## src/rtl/vga_camera_capture_if.sv

```systemverilog
// Camera byte bus, capture controls and pixel-write outputs of the capture block.
interface vga_camera_capture_if #(
    parameter int DATA_W        = 8,
    parameter int BYTES_PER_PIX = 2,
    parameter int ADDR_W        = 19
);
    logic                              pclk;
    logic                              v_sync;
    logic                              h_ref;
    logic [DATA_W-1:0]                 data_in;
    logic                              capture_en;
    logic [1:0]                        decim;
    logic                              xclk;
    logic [DATA_W*BYTES_PER_PIX-1:0]   pix_data;
    logic                              pix_valid;
    logic [ADDR_W-1:0]                 pix_addr;
    logic                              frame_done;
    logic                              line_err;
    logic [7:0]                        frame_cnt;

    modport master (
        output pclk, v_sync, h_ref, data_in, capture_en, decim,
        input  xclk, pix_data, pix_valid, pix_addr, frame_done, line_err, frame_cnt
    );

    modport slave (
        input  pclk, v_sync, h_ref, data_in, capture_en, decim,
        output xclk, pix_data, pix_valid, pix_addr, frame_done, line_err, frame_cnt
    );
endinterface

```

## src/rtl/vga_camera_capture.sv

```systemverilog
// Oversamples a camera byte stream in the clk_25 domain, assembles pixels,
// decimates them and emits linear frame-buffer writes with frame/line status.
module vga_camera_capture #(
    parameter int DATA_W        = 8,
    parameter int BYTES_PER_PIX = 2,
    parameter int H_ACTIVE      = 640,
    parameter int V_ACTIVE      = 480,
    parameter int ADDR_W        = 19
) (
    input  logic                i_clk_25,
    input  logic                i_reset,
    vga_camera_capture_if.slave cam
);
    localparam int PIX_W = DATA_W * BYTES_PER_PIX;
    localparam int X_W   = ($clog2(H_ACTIVE + 1) < 3) ? 3 : $clog2(H_ACTIVE + 1);
    localparam int Y_W   = ($clog2(V_ACTIVE + 1) < 3) ? 3 : $clog2(V_ACTIVE + 1);
    localparam int BC_W  = $clog2(H_ACTIVE * BYTES_PER_PIX + 2);

    localparam logic [X_W-1:0]  X_END   = X_W'(H_ACTIVE);
    localparam logic [Y_W-1:0]  Y_LAST  = Y_W'(V_ACTIVE - 1);
    localparam logic [BC_W-1:0] BC_LINE = BC_W'(H_ACTIVE * BYTES_PER_PIX);
    localparam logic [BC_W-1:0] BC_MAX  = BC_W'(H_ACTIVE * BYTES_PER_PIX + 1);

    localparam logic [1:0] S_IDLE   = 2'd0;
    localparam logic [1:0] S_ARM    = 2'd1;
    localparam logic [1:0] S_ACTIVE = 2'd2;
    localparam logic [1:0] S_DONE   = 2'd3;

    logic [1:0]        r_state;
    logic              r_xclk;
    logic              r_pclk_s1, r_pclk_s2, r_pclk_prev;
    logic              r_vs_s1, r_vs_s2, r_vs_last;
    logic              r_href_s1, r_href_s2, r_href_last;
    logic [DATA_W-1:0] r_data_s1, r_data_s2;
    logic [DATA_W-1:0] r_msb;
    logic              r_phase;
    logic [X_W-1:0]    r_x;
    logic [Y_W-1:0]    r_y;
    logic [BC_W-1:0]   r_byte_cnt;
    logic [1:0]        r_decim;
    logic              r_pix_valid;
    logic [PIX_W-1:0]  r_pix_data;
    logic [ADDR_W-1:0] r_pix_addr;
    logic              r_frame_done;
    logic              r_line_err;
    logic [7:0]        r_frame_cnt;

    logic              w_pclk_rise;
    logic              w_last_byte;
    logic              w_keep;
    logic [2:0]        w_mask;
    logic [PIX_W-1:0]  w_pix_word;

    generate
        if (BYTES_PER_PIX == 1) begin : g_grey
            assign w_pix_word = r_data_s2;
        end else begin : g_rgb
            assign w_pix_word = {r_msb, r_data_s2};
        end
    endgenerate

    always_comb begin
        w_mask = 3'd0;
        case (r_decim)
            2'd0:    w_mask = 3'd0;
            2'd1:    w_mask = 3'd1;
            2'd2:    w_mask = 3'd3;
            default: w_mask = 3'd7;
        endcase
    end

    assign w_pclk_rise = r_pclk_s2 & ~r_pclk_prev;
    assign w_last_byte = (BYTES_PER_PIX == 1) || r_phase;
    assign w_keep      = ((r_x[2:0] & w_mask) == 3'd0) && ((r_y[2:0] & w_mask) == 3'd0);

    always_ff @(posedge i_clk_25) begin
        if (i_reset) begin
            r_state      <= S_IDLE;
            r_xclk       <= 1'b0;
            r_pclk_s1    <= 1'b0;
            r_pclk_s2    <= 1'b0;
            r_pclk_prev  <= 1'b0;
            r_vs_s1      <= 1'b0;
            r_vs_s2      <= 1'b0;
            r_vs_last    <= 1'b0;
            r_href_s1    <= 1'b0;
            r_href_s2    <= 1'b0;
            r_href_last  <= 1'b0;
            r_data_s1    <= '0;
            r_data_s2    <= '0;
            r_msb        <= '0;
            r_phase      <= 1'b0;
            r_x          <= '0;
            r_y          <= '0;
            r_byte_cnt   <= '0;
            r_decim      <= 2'd0;
            r_pix_valid  <= 1'b0;
            r_pix_data   <= '0;
            r_pix_addr   <= '0;
            r_frame_done <= 1'b0;
            r_line_err   <= 1'b0;
            r_frame_cnt  <= 8'd0;
        end else begin
            r_xclk       <= ~r_xclk;
            r_pclk_s1    <= cam.pclk;
            r_pclk_s2    <= r_pclk_s1;
            r_pclk_prev  <= r_pclk_s2;
            r_vs_s1      <= cam.v_sync;
            r_vs_s2      <= r_vs_s1;
            r_href_s1    <= cam.h_ref;
            r_href_s2    <= r_href_s1;
            r_data_s1    <= cam.data_in;
            r_data_s2    <= r_data_s1;
            r_pix_valid  <= 1'b0;
            r_frame_done <= 1'b0;
            if (r_pix_valid)
                r_pix_addr <= r_pix_addr + 1'b1;
            // v_sync/h_ref edges are judged only at pixel-clock sample points
            if (w_pclk_rise) begin
                r_vs_last   <= r_vs_s2;
                r_href_last <= r_href_s2;
            end
            case (r_state)
                S_IDLE: begin
                    if (cam.capture_en)
                        r_state <= S_ARM;
                end
                S_ARM: begin
                    if (w_pclk_rise && r_vs_last && !r_vs_s2) begin
                        r_state    <= S_ACTIVE;
                        r_x        <= '0;
                        r_y        <= '0;
                        r_phase    <= 1'b0;
                        r_byte_cnt <= '0;
                        r_pix_addr <= '0;
                        r_line_err <= 1'b0;
                        r_decim    <= cam.decim;
                    end
                end
                S_ACTIVE: begin
                    if (w_pclk_rise) begin
                        if (r_vs_s2 && !r_vs_last) begin
                            r_state      <= S_DONE;
                            r_frame_done <= 1'b1;
                            r_frame_cnt  <= r_frame_cnt + 1'b1;
                            r_line_err   <= 1'b1;
                        end else if (r_href_s2) begin
                            if (r_byte_cnt != BC_MAX)
                                r_byte_cnt <= r_byte_cnt + 1'b1;
                            if (r_x != X_END) begin
                                if (w_last_byte) begin
                                    r_phase <= 1'b0;
                                    r_x     <= r_x + 1'b1;
                                    if (w_keep) begin
                                        r_pix_valid <= 1'b1;
                                        r_pix_data  <= w_pix_word;
                                    end
                                end else begin
                                    r_msb   <= r_data_s2;
                                    r_phase <= 1'b1;
                                end
                            end
                        end else if (r_href_last) begin
                            // line end: a pending half pixel is dropped with the phase reset
                            r_x        <= '0;
                            r_y        <= r_y + 1'b1;
                            r_phase    <= 1'b0;
                            r_byte_cnt <= '0;
                            if (r_byte_cnt != BC_LINE)
                                r_line_err <= 1'b1;
                            if (r_y == Y_LAST) begin
                                r_state      <= S_DONE;
                                r_frame_done <= 1'b1;
                                r_frame_cnt  <= r_frame_cnt + 1'b1;
                            end
                        end
                    end
                end
                default: begin
                    r_state <= cam.capture_en ? S_ARM : S_IDLE;
                end
            endcase
        end
    end

    assign cam.xclk       = r_xclk;
    assign cam.pix_data   = r_pix_data;
    assign cam.pix_valid  = r_pix_valid;
    assign cam.pix_addr   = r_pix_addr;
    assign cam.frame_done = r_frame_done;
    assign cam.line_err   = r_line_err;
    assign cam.frame_cnt  = r_frame_cnt;
endmodule

```

## src/flat_wrapper.sv

```systemverilog
// flat-port wrapper written by rule: the top's interface ports become plain ports
module vga_camera_capture_flat 
#(
    parameter int DATA_W        = 8,
    parameter int BYTES_PER_PIX = 2,
    parameter int H_ACTIVE      = 640,
    parameter int V_ACTIVE      = 480,
    parameter int ADDR_W        = 19
)
  (i_clk_25, i_reset, cam_pclk, cam_v_sync, cam_h_ref, cam_data_in, cam_capture_en, cam_decim, cam_xclk, cam_pix_data, cam_pix_valid, cam_pix_addr, cam_frame_done, cam_line_err, cam_frame_cnt);
  vga_camera_capture_if #(.DATA_W(DATA_W), .BYTES_PER_PIX(BYTES_PER_PIX), .ADDR_W(ADDR_W)) cam_i ();
  input  logic i_clk_25;
  input  logic i_reset;
  input wire logic [$bits(cam_i.pclk)-1:0] cam_pclk;
  input wire logic [$bits(cam_i.v_sync)-1:0] cam_v_sync;
  input wire logic [$bits(cam_i.h_ref)-1:0] cam_h_ref;
  input wire logic [$bits(cam_i.data_in)-1:0] cam_data_in;
  input wire logic [$bits(cam_i.capture_en)-1:0] cam_capture_en;
  input wire logic [$bits(cam_i.decim)-1:0] cam_decim;
  output wire logic [$bits(cam_i.xclk)-1:0] cam_xclk;
  output wire logic [$bits(cam_i.pix_data)-1:0] cam_pix_data;
  output wire logic [$bits(cam_i.pix_valid)-1:0] cam_pix_valid;
  output wire logic [$bits(cam_i.pix_addr)-1:0] cam_pix_addr;
  output wire logic [$bits(cam_i.frame_done)-1:0] cam_frame_done;
  output wire logic [$bits(cam_i.line_err)-1:0] cam_line_err;
  output wire logic [$bits(cam_i.frame_cnt)-1:0] cam_frame_cnt;
  assign cam_i.pclk = cam_pclk;
  assign cam_i.v_sync = cam_v_sync;
  assign cam_i.h_ref = cam_h_ref;
  assign cam_i.data_in = cam_data_in;
  assign cam_i.capture_en = cam_capture_en;
  assign cam_i.decim = cam_decim;
  assign cam_xclk = cam_i.xclk;
  assign cam_pix_data = cam_i.pix_data;
  assign cam_pix_valid = cam_i.pix_valid;
  assign cam_pix_addr = cam_i.pix_addr;
  assign cam_frame_done = cam_i.frame_done;
  assign cam_line_err = cam_i.line_err;
  assign cam_frame_cnt = cam_i.frame_cnt;
  vga_camera_capture #(.DATA_W(DATA_W), .BYTES_PER_PIX(BYTES_PER_PIX), .H_ACTIVE(H_ACTIVE), .V_ACTIVE(V_ACTIVE), .ADDR_W(ADDR_W)) u_core (.i_clk_25(i_clk_25), .i_reset(i_reset), .cam(cam_i));
endmodule
```

## config.mk

```make
export PLATFORM = sky130hd
export DESIGN_NAME = vga_camera_capture_flat
export DESIGN_NICKNAME = d
export VERILOG_FILES = /design/src/rtl/vga_camera_capture_if.sv /design/src/rtl/vga_camera_capture.sv /design/src/flat_wrapper.sv
export SDC_FILE = /design/constraint.sdc
export NUM_CORES = 1
export LEC_CHECK = 0
export ABC_CLOCK_PERIOD_IN_PS = 3800
export CORE_MARGIN = 2
export CORE_UTILIZATION = 59
export DETAILED_ROUTE_END_ITERATION = 8
export PLACE_DENSITY = 0.94
export RECOVER_POWER = 50
export SLEW_MARGIN = 20
export SYNTH_ARGS = -nofsm -noshare
export SYNTH_HDL_FRONTEND = slang
export SYNTH_SLANG_ARGS = --single-unit
```

## constraint.sdc

```tcl
create_clock -name i_clk_25 -period 3.8 [get_ports i_clk_25]
set_input_delay 0.57 -clock i_clk_25 [delete_from_list [all_inputs] [get_ports i_clk_25]]
set_output_delay 0.57 -clock i_clk_25 [all_outputs]
set_load 0.05 [all_outputs]
```

==> flow_summary_export.csv <==
group,metric,value,unit
final_layout,final_layout_size_suffix_gt1_frac,0.0733,
timing,fin_crit_sh,0.785,
final_layout,diodes,0,
worst_setup_path,required,4.06,ns
detailed_routing,firstDrtPassIters,5,
floorplanning,pin_count,63,
job,cap_violations,1,
worst_setup_path,cp-end-kind,"flip-flop",
place,placement.io_buffers,62,
outcome,status,"complete, but fails checks",
grt,antenna_found_initial,0,
place,placed_cells,673,
synthesis,ys.flop_type,"dfxtp_1",
outcome,violations,"capacitance limit, slew limit",
timing,fmax,335,MHz
floorplanning,initial_utilization,0.602,
timing,finalClockSkew,0.00889,ns
place,dp_slack,1.10,ns
synthesis,ys_seq_area_frac,0.470,
grt,track_usage,0.265,
clocking,cts-root-buf,"clkbuf_8",
floorplanning,die_area,0.00904,mm2
clocking,clkTransAtPathRegs,0.06,ns
detailed_routing,avgRoutedWirePerCell,16.1,um
worst_setup_path,crit_path_max_fanout,14,
final_layout,seq_area,0.00230,mm2
timing,setup_tns,0,ns
clocking,clock_sinks,115,
floorplanning,core_area,0.00813,mm2
clocking,worstSkewPairLatency,0.51,ns
detailed_routing,drt_iter0_markers,492,
detailed_routing,met3_length,597,um
power_and_ir_drop,pwr_density_cell,516,mW/mm2
floorplanning,rows,33,
clocking,cts_buffers,17,
floorplanning,die_w,95.1,um
clocking,postCtsSetupRepairBufs,0,
power_and_ir_drop,vdd_ir_drop_max,0.500,mV
floorplanning,die_y,95.1,um
grt,grt_pass1_wl,18600,um
clocking,ctsHoldBuffers,0,
power_and_ir_drop,p_total,3.17,mW
final_layout,nets,615,
final_layout,fill_cells,481,
timing,min_period,2.98,ns
clocking,cts_htree_levels,4,
grt,grt_pass1_vias,3972,
detailed_routing,vias,4083,
synthesis,syn_inst,525,
timing,finalSetupViolCount,0,
clocking,cts_resized,0,
synthesis,syn_area,0.00489,mm2
synthesis,synth_seq_cells,115,
timing,tightest_slew,2.75,ns
final_layout,stdcell_count,705,
timing,layout_setup_ws,0.815,ns
grt,grt_remaining_overflow,0,
synthesis,synthArstFlopShare,0,
power_and_ir_drop,p_leak,2.34,nW
synthesis,synth_edf_count,0,
timing,max-slew-margin-rel,-0.835,
timing,drv_slew,71,
synthesis,yosys.cell_types.count,49,
final_layout,fin_area,0.00615,mm2
place,hpwl,6980,um
worst_setup_path,worstPathArrival,3.25,ns
clocking,clk_path_buf_depth,2,
timing,rsz0062_at_grt,"false",
final_layout,finalCoreUtilization,0.756,
detailed_routing,drtAntennaViolNets,0,
detailed_routing,m1WireLength,4630,um
timing,whs,0.409,ns
detailed_routing,drt-vias-per-instance,5.79,
worst_setup_path,path_class,"reg2reg",
place,gp_congestion,0.819,
final_layout,area_growth,25.6,%
worst_hold_path,hold_class,"reg2reg",
synthesis,synth_fp_nets,553,
synthesis,avgSynthCellArea,9.32,um2
place,placed_area,0.00557,mm2
detailed_routing,routed.top_layer,"met4",
timing,hold_viol_final,0,
grt,grt_max_degree,71,
detailed_routing,wl_met2,5850,um
final_layout,multi_input_area,0.00245,mm2
detailed_routing,wirelength,11300,um
clocking,cts_tree,"built",
worst_setup_path,startpoint_type,"flip-flop",
detailed_routing,drc,0,
synthesis,yosysWarningCount,0,
-- worst max-delay path, cell delays in order (launching register included) --
cell      delay (ns)
dfxtp_1         0.34
inv_1           0.12
ha_1            0.44
nand2_1         0.41
a31oi_1         0.44
nand4b_1        0.55
mux2i_1         0.34
nor2_1          0.09
-- power by group --
| part | switching, mW | internal [mW] | total [mW] | leakage [nW] |
|---|---|---|---|---|
| clock | 0.613 | 0.949 | 1.56 | 0.271 |
| combinational | 0.241 | 0.115 | 0.356 | 1.14 |
| sequential | 0.0222 | 1.23 | 1.26 | 0.932 |
-- layer usage --
layer	up-vias	track usage
li1	1944	-
met1	1947	0.312
met2	156	0.452
met3	36	0.0664
met4	0	0.123
met5	-	0
-- cells in the mapped netlist, types with 2 or more instances --
library cell  number  area (um2)
a21boi_0           2        15.0
a21oi_1           13        65.1
a31oi_1            2        12.5
a41oi_1            3        26.3
and2_1             2        12.5
and3_1            16         100
and4_1             4        35.0
and4bb_2           2        25.0
buf_2              4        20.0
clkbuf_1          16        60.1
dfxtp_1          115        2300
ha_1              12         150
inv_1             14        52.6
mux2i_1           33         330
nand2_1           31         116
nand2b_1           5        31.3
nand3_1           18        90.1
nand4_1           18         113
nand4b_1           5        43.8
nand4bb_1          2        22.5
nor2_1            84         315
nor2b_1           25         156
nor3_1             7        35.0
nor3b_1            4        30.0
nor4_1             4        25.0
o211ai_1           3        22.5
o21ai_0           10        50.1
o311ai_0           5        43.8
o31ai_1            5        37.5
or3_1              4        25.0
or4_1              2        15.0
xnor2_1           19         166
xor2_1            20         175
-- kinds of logic (layout without fill, tap and decap cells) --
| logic type | count (synthesis) | in the layout | synth area share |
|---|---|---|---|
| xor gates and xnor gates | 39 | 39 | 0.0698 |
| buffers and inverters | 36 | 111 | 0.0309 |
| adders and majority gates | 12 | 12 | 0.0307 |
| muxes | 33 | 33 | 0.0675 |
| AOI/OAI and AO/OA | 50 | 50 | 0.0734 |
| and+or+nand+nor | 240 | 240 | 0.257 |
| DFF | 115 | 115 | 0.470 |
-- worst paths after layout --
path / from / end / slack (ns) / cells after the start
setup reg to reg: u_core.r_state[0]$_SDFFE_PP0P_ / u_core.r_msb[6]$_SDFFE_PP0P_ / 0.82 / 7
hold reg to reg: u_core.cam.xclk$_SDFF_PP0_ / u_core.cam.xclk$_SDFF_PP0_ / 0.41 / 1
setup / recovery: u_core.r_state[0]$_SDFFE_PP0P_ / u_core.r_msb[6]$_SDFFE_PP0P_ / 0.82 / 7
hold / removal: u_core.cam.xclk$_SDFF_PP0_ / u_core.cam.xclk$_SDFF_PP0_ / 0.41 / 1
-- final cells by class --
| class | instances | share of cell area |
|---|---|---|
| Timing Repair Buffer | 65 | 0.103 |
| Sequential cell | 115 | 0.374 |
| Clock buffer | 17 | 0.0673 |
| Clock inverter | 15 | 0.0277 |
| Multi-Input combinational cell | 374 | 0.398 |
| Tap cell | 105 | 0.0214 |
| Inverter | 14 | 0.00855 |
-- flip-flops by register name (all words and copies together) (netlist names), 2 cells and up --
name and flops:
u_core.cam.frame_cnt 8, u_core.r_decim 2, u_core.r_data_s2 8, u_core.cam.pix_data 16, u_core.r_state 2, u_core.r_y 9, u_core.r_x 10, u_core.r_byte_cnt 11
u_core.r_msb 8, u_core.cam.pix_addr 19, u_core.r_data_s1 8
-- placed cells by master (no fill, tap or decap), types with 6 or more instances in the layout --
cell type and instances:
dfxtp_1 115, o21ai_0 11, a21oi_1 13, nand3_1 18, inv_1 14, mux2i_1 33
nand4_1 18, xnor2_1 19, xor2_1 20, nor2b_1 25, nor2_1 84, dlygate4sd3_1 18
clkdlybuf4s50_1 43, clkbuf_16 16, ha_1 12, nand2_1 31, inv_6 6, and3_1 16
nor3_1 7
Power figures use the tool's default switching activity.
==> patch, RTL diff (same flow settings) <==
`DATA_W` is set to 8 in 3 places; all go to 10.
--- a/src/rtl/vga_camera_capture_if.sv
+++ b/src/rtl/vga_camera_capture_if.sv
@@ -1,6 +1,6 @@
 // Camera byte bus, capture controls and pixel-write outputs of the capture block.
 interface vga_camera_capture_if #(
-    parameter int DATA_W        = 8,
+    parameter int DATA_W        = 10,
     parameter int BYTES_PER_PIX = 2,
     parameter int ADDR_W        = 19
 );
--- a/src/rtl/vga_camera_capture.sv
+++ b/src/rtl/vga_camera_capture.sv
@@ -1,7 +1,7 @@
 // Oversamples a camera byte stream in the clk_25 domain, assembles pixels,
 // decimates them and emits linear frame-buffer writes with frame/line status.
 module vga_camera_capture #(
-    parameter int DATA_W        = 8,
+    parameter int DATA_W        = 10,
     parameter int BYTES_PER_PIX = 2,
     parameter int H_ACTIVE      = 640,
     parameter int V_ACTIVE      = 480,
--- a/src/flat_wrapper.sv
+++ b/src/flat_wrapper.sv
@@ -1,7 +1,7 @@
 // flat-port wrapper written by rule: the top's interface ports become plain ports
 module vga_camera_capture_flat 
 #(
-    parameter int DATA_W        = 8,
+    parameter int DATA_W        = 10,
     parameter int BYTES_PER_PIX = 2,
     parameter int H_ACTIVE      = 640,
     parameter int V_ACTIVE      = 480,
Interface: changed (resized cam_data_in and cam_pix_data); port bits go from 63 to 69. No check against the original RTL was run, so the function may have changed too.
==> patch against the original RTL <==
  * The flow still finishes with violations (max-capacitance violations, max-slew violations)
  * Largest cell class unchanged
  * Power rose by 0.96%
  * Clock power fell by 7%
  * Final area rose by 4.8%
  * Setup slack improved by 27 ps
  * Via count rose by 9.8%
  * Critical endpoint is now u_core.r_x[1]$_SDFFE_PP0P_
  * Area after synthesis rose by 6.5%
  * Die area rose by 6.2%
  * Routed wire length rose by 14%
  * Synthesized cell count rose by 8.2%
  * Sequential cell count rose by 10
  * Critical path depth fell by 1
==> patch: results (changes against the original RTL) <==
Placement
  – I/O Buffers: 68 (+9.7%)
  – Routability cong.: 0.907 (+11%)
  – Post-DP Area: 5920 µm² (+6.2%)

Global route
  – First-pass GRT wire length: 21,400 µm (+15%)
  – Vias in the first global route: 4,560 (+15%)
  – Largest net degree at the start of global routing: 79 (+11%)
  – M3 GR Usage: 6.51% (-0.13 points)
  – GRT met2 Usage: 49.1% (+3.9 points)

Synthesis
  – Multiplexer area fraction after synthesis: 6.53% (-0.22 points)
  – Compound-gate portion of the synthesized area: 8.62% (+1.3 points)
  – Commonest cells in the netlist: 125 x dfxtp_1, 76 x nor2_1, 35 x nand2_1
  – Distinct cells, synth: 54 (+10%)
  – Post-Syn Nets: 598 (+8.1%)
  – Sequential share of the synthesized area: 48.0% (+0.97 points)
  – Area contributors post-synth: dfxtp_1 48%, mux2i_1 6.5%, nor2_1 5.5%

Detailed routing
  – Vias: 4,485 (+9.8%)
  – Met2 wire length: 6700 µm (+14%)
  – DRT iter0 DRCs: 329 (-33%)
  – Wire per inst: 17.2 µm (+6.8%)
  – Met3 wire len: 733 µm (+23%)

Layout
  – Nets: 660 (+7.3%)
  – Layout cells sized above 1: 6.22% (-1.1 points)
  – Fin cells: 751 (+6.5%)
  – FILL cells: 514 (+6.9%)

Setup path
  – CP peak stage delay: 650 ps (+100 ps)
  – Worst r2r src: u_core.r_pclk_prev$_SDFF_PP0_
  – Critical path fanouts, max: 13 (-1)
  – R2r setup slk: 840 ps (+30 ps)
  – Slowest CP cell: or4b_2
  – CP arrival: 3360 ps (+110 ps)
  – Worst r2r dst: u_core.r_x[1]$_SDFFE_PP0P_
  – Worst-case reg-to-reg path depth: 6 (-1)

Flow run
  – Max cap viols: 1 (unchanged)

Timing
  – Max-slew headroom: -109% (-26 points)
  – Slew Limit Fails: 79 (+11%)

Status
  – Outcome: finished, violations left
  – Violated checks: max-capacitance violations, max-slew violations

Power
  – Internal: 2290 µW (-0.40%)
  – VDD IR max: 412 µV (-18%)
## patch: area by class of cell
| class | instances | area share, % |
|---|---|---|
| clock inverter | 13 | 1.65 |
| multi-input combinational | 399 | 39.1 |
| sequential | 125 | 38.8 |
| inverter | 15 | 0.873 |
| tap | 108 | 2.10 |
| timing repair buffer | 72 | 10.9 |
| clock buffer | 19 | 6.54 |
## patch: worst max-delay path by stage
| stage | start | endpoint | slack (ps) | cells after the start |
|---|---|---|---|---|
| global route | u_core.r_pclk_prev$_SDFF_PP0_ | u_core.r_x[1]$_SDFFE_PP0P_ | 590 | 6 |
| detailed placement | u_core.r_state[0]$_SDFFE_PP0P_ | u_core.r_x[7]$_SDFFE_PP0P_ | 1090 | 6 |
| CTS | u_core.r_state[0]$_SDFFE_PP0P_ | u_core.r_x[7]$_SDFFE_PP0P_ | 1050 | 6 |
| global placement | u_core.r_state[0]$_SDFFE_PP0P_ | u_core.r_y[8]$_SDFFE_PP0P_ | 1220 | 7 |
| finish | u_core.r_pclk_prev$_SDFF_PP0_ | u_core.r_x[1]$_SDFFE_PP0P_ | 840 | 6 |
| floorplan | u_core.r_state[1]$_SDFFE_PP0P_ | u_core.r_y[8]$_SDFFE_PP0P_ | 1450 | 8 |
## patch: power groups by stage
| stage | clock network (µW) | logic, µW | registers, µW |
|---|---|---|---|
| 2_1_floorplan | 0 | 272 | 1410 |
| 3_3_place_gp | 0 | 337 | 1400 |
| 3_5_place_dp | 0 | 352 | 1400 |
| 4_1_cts | 1460 | 356 | 1370 |
| 5_1_grt | 1520 | 416 | 1380 |
| 6_report | 1450 | 378 | 1370 |
## patch: cells by family (layout without fill, tap and decap cells)
family,Yosys count,after routing
mux,34,34
flops,125,125
simple gates,246,246
xor+xnor,34,34
compound gates,73,73
buf+inv,44,119
fa+ha+maj,12,12
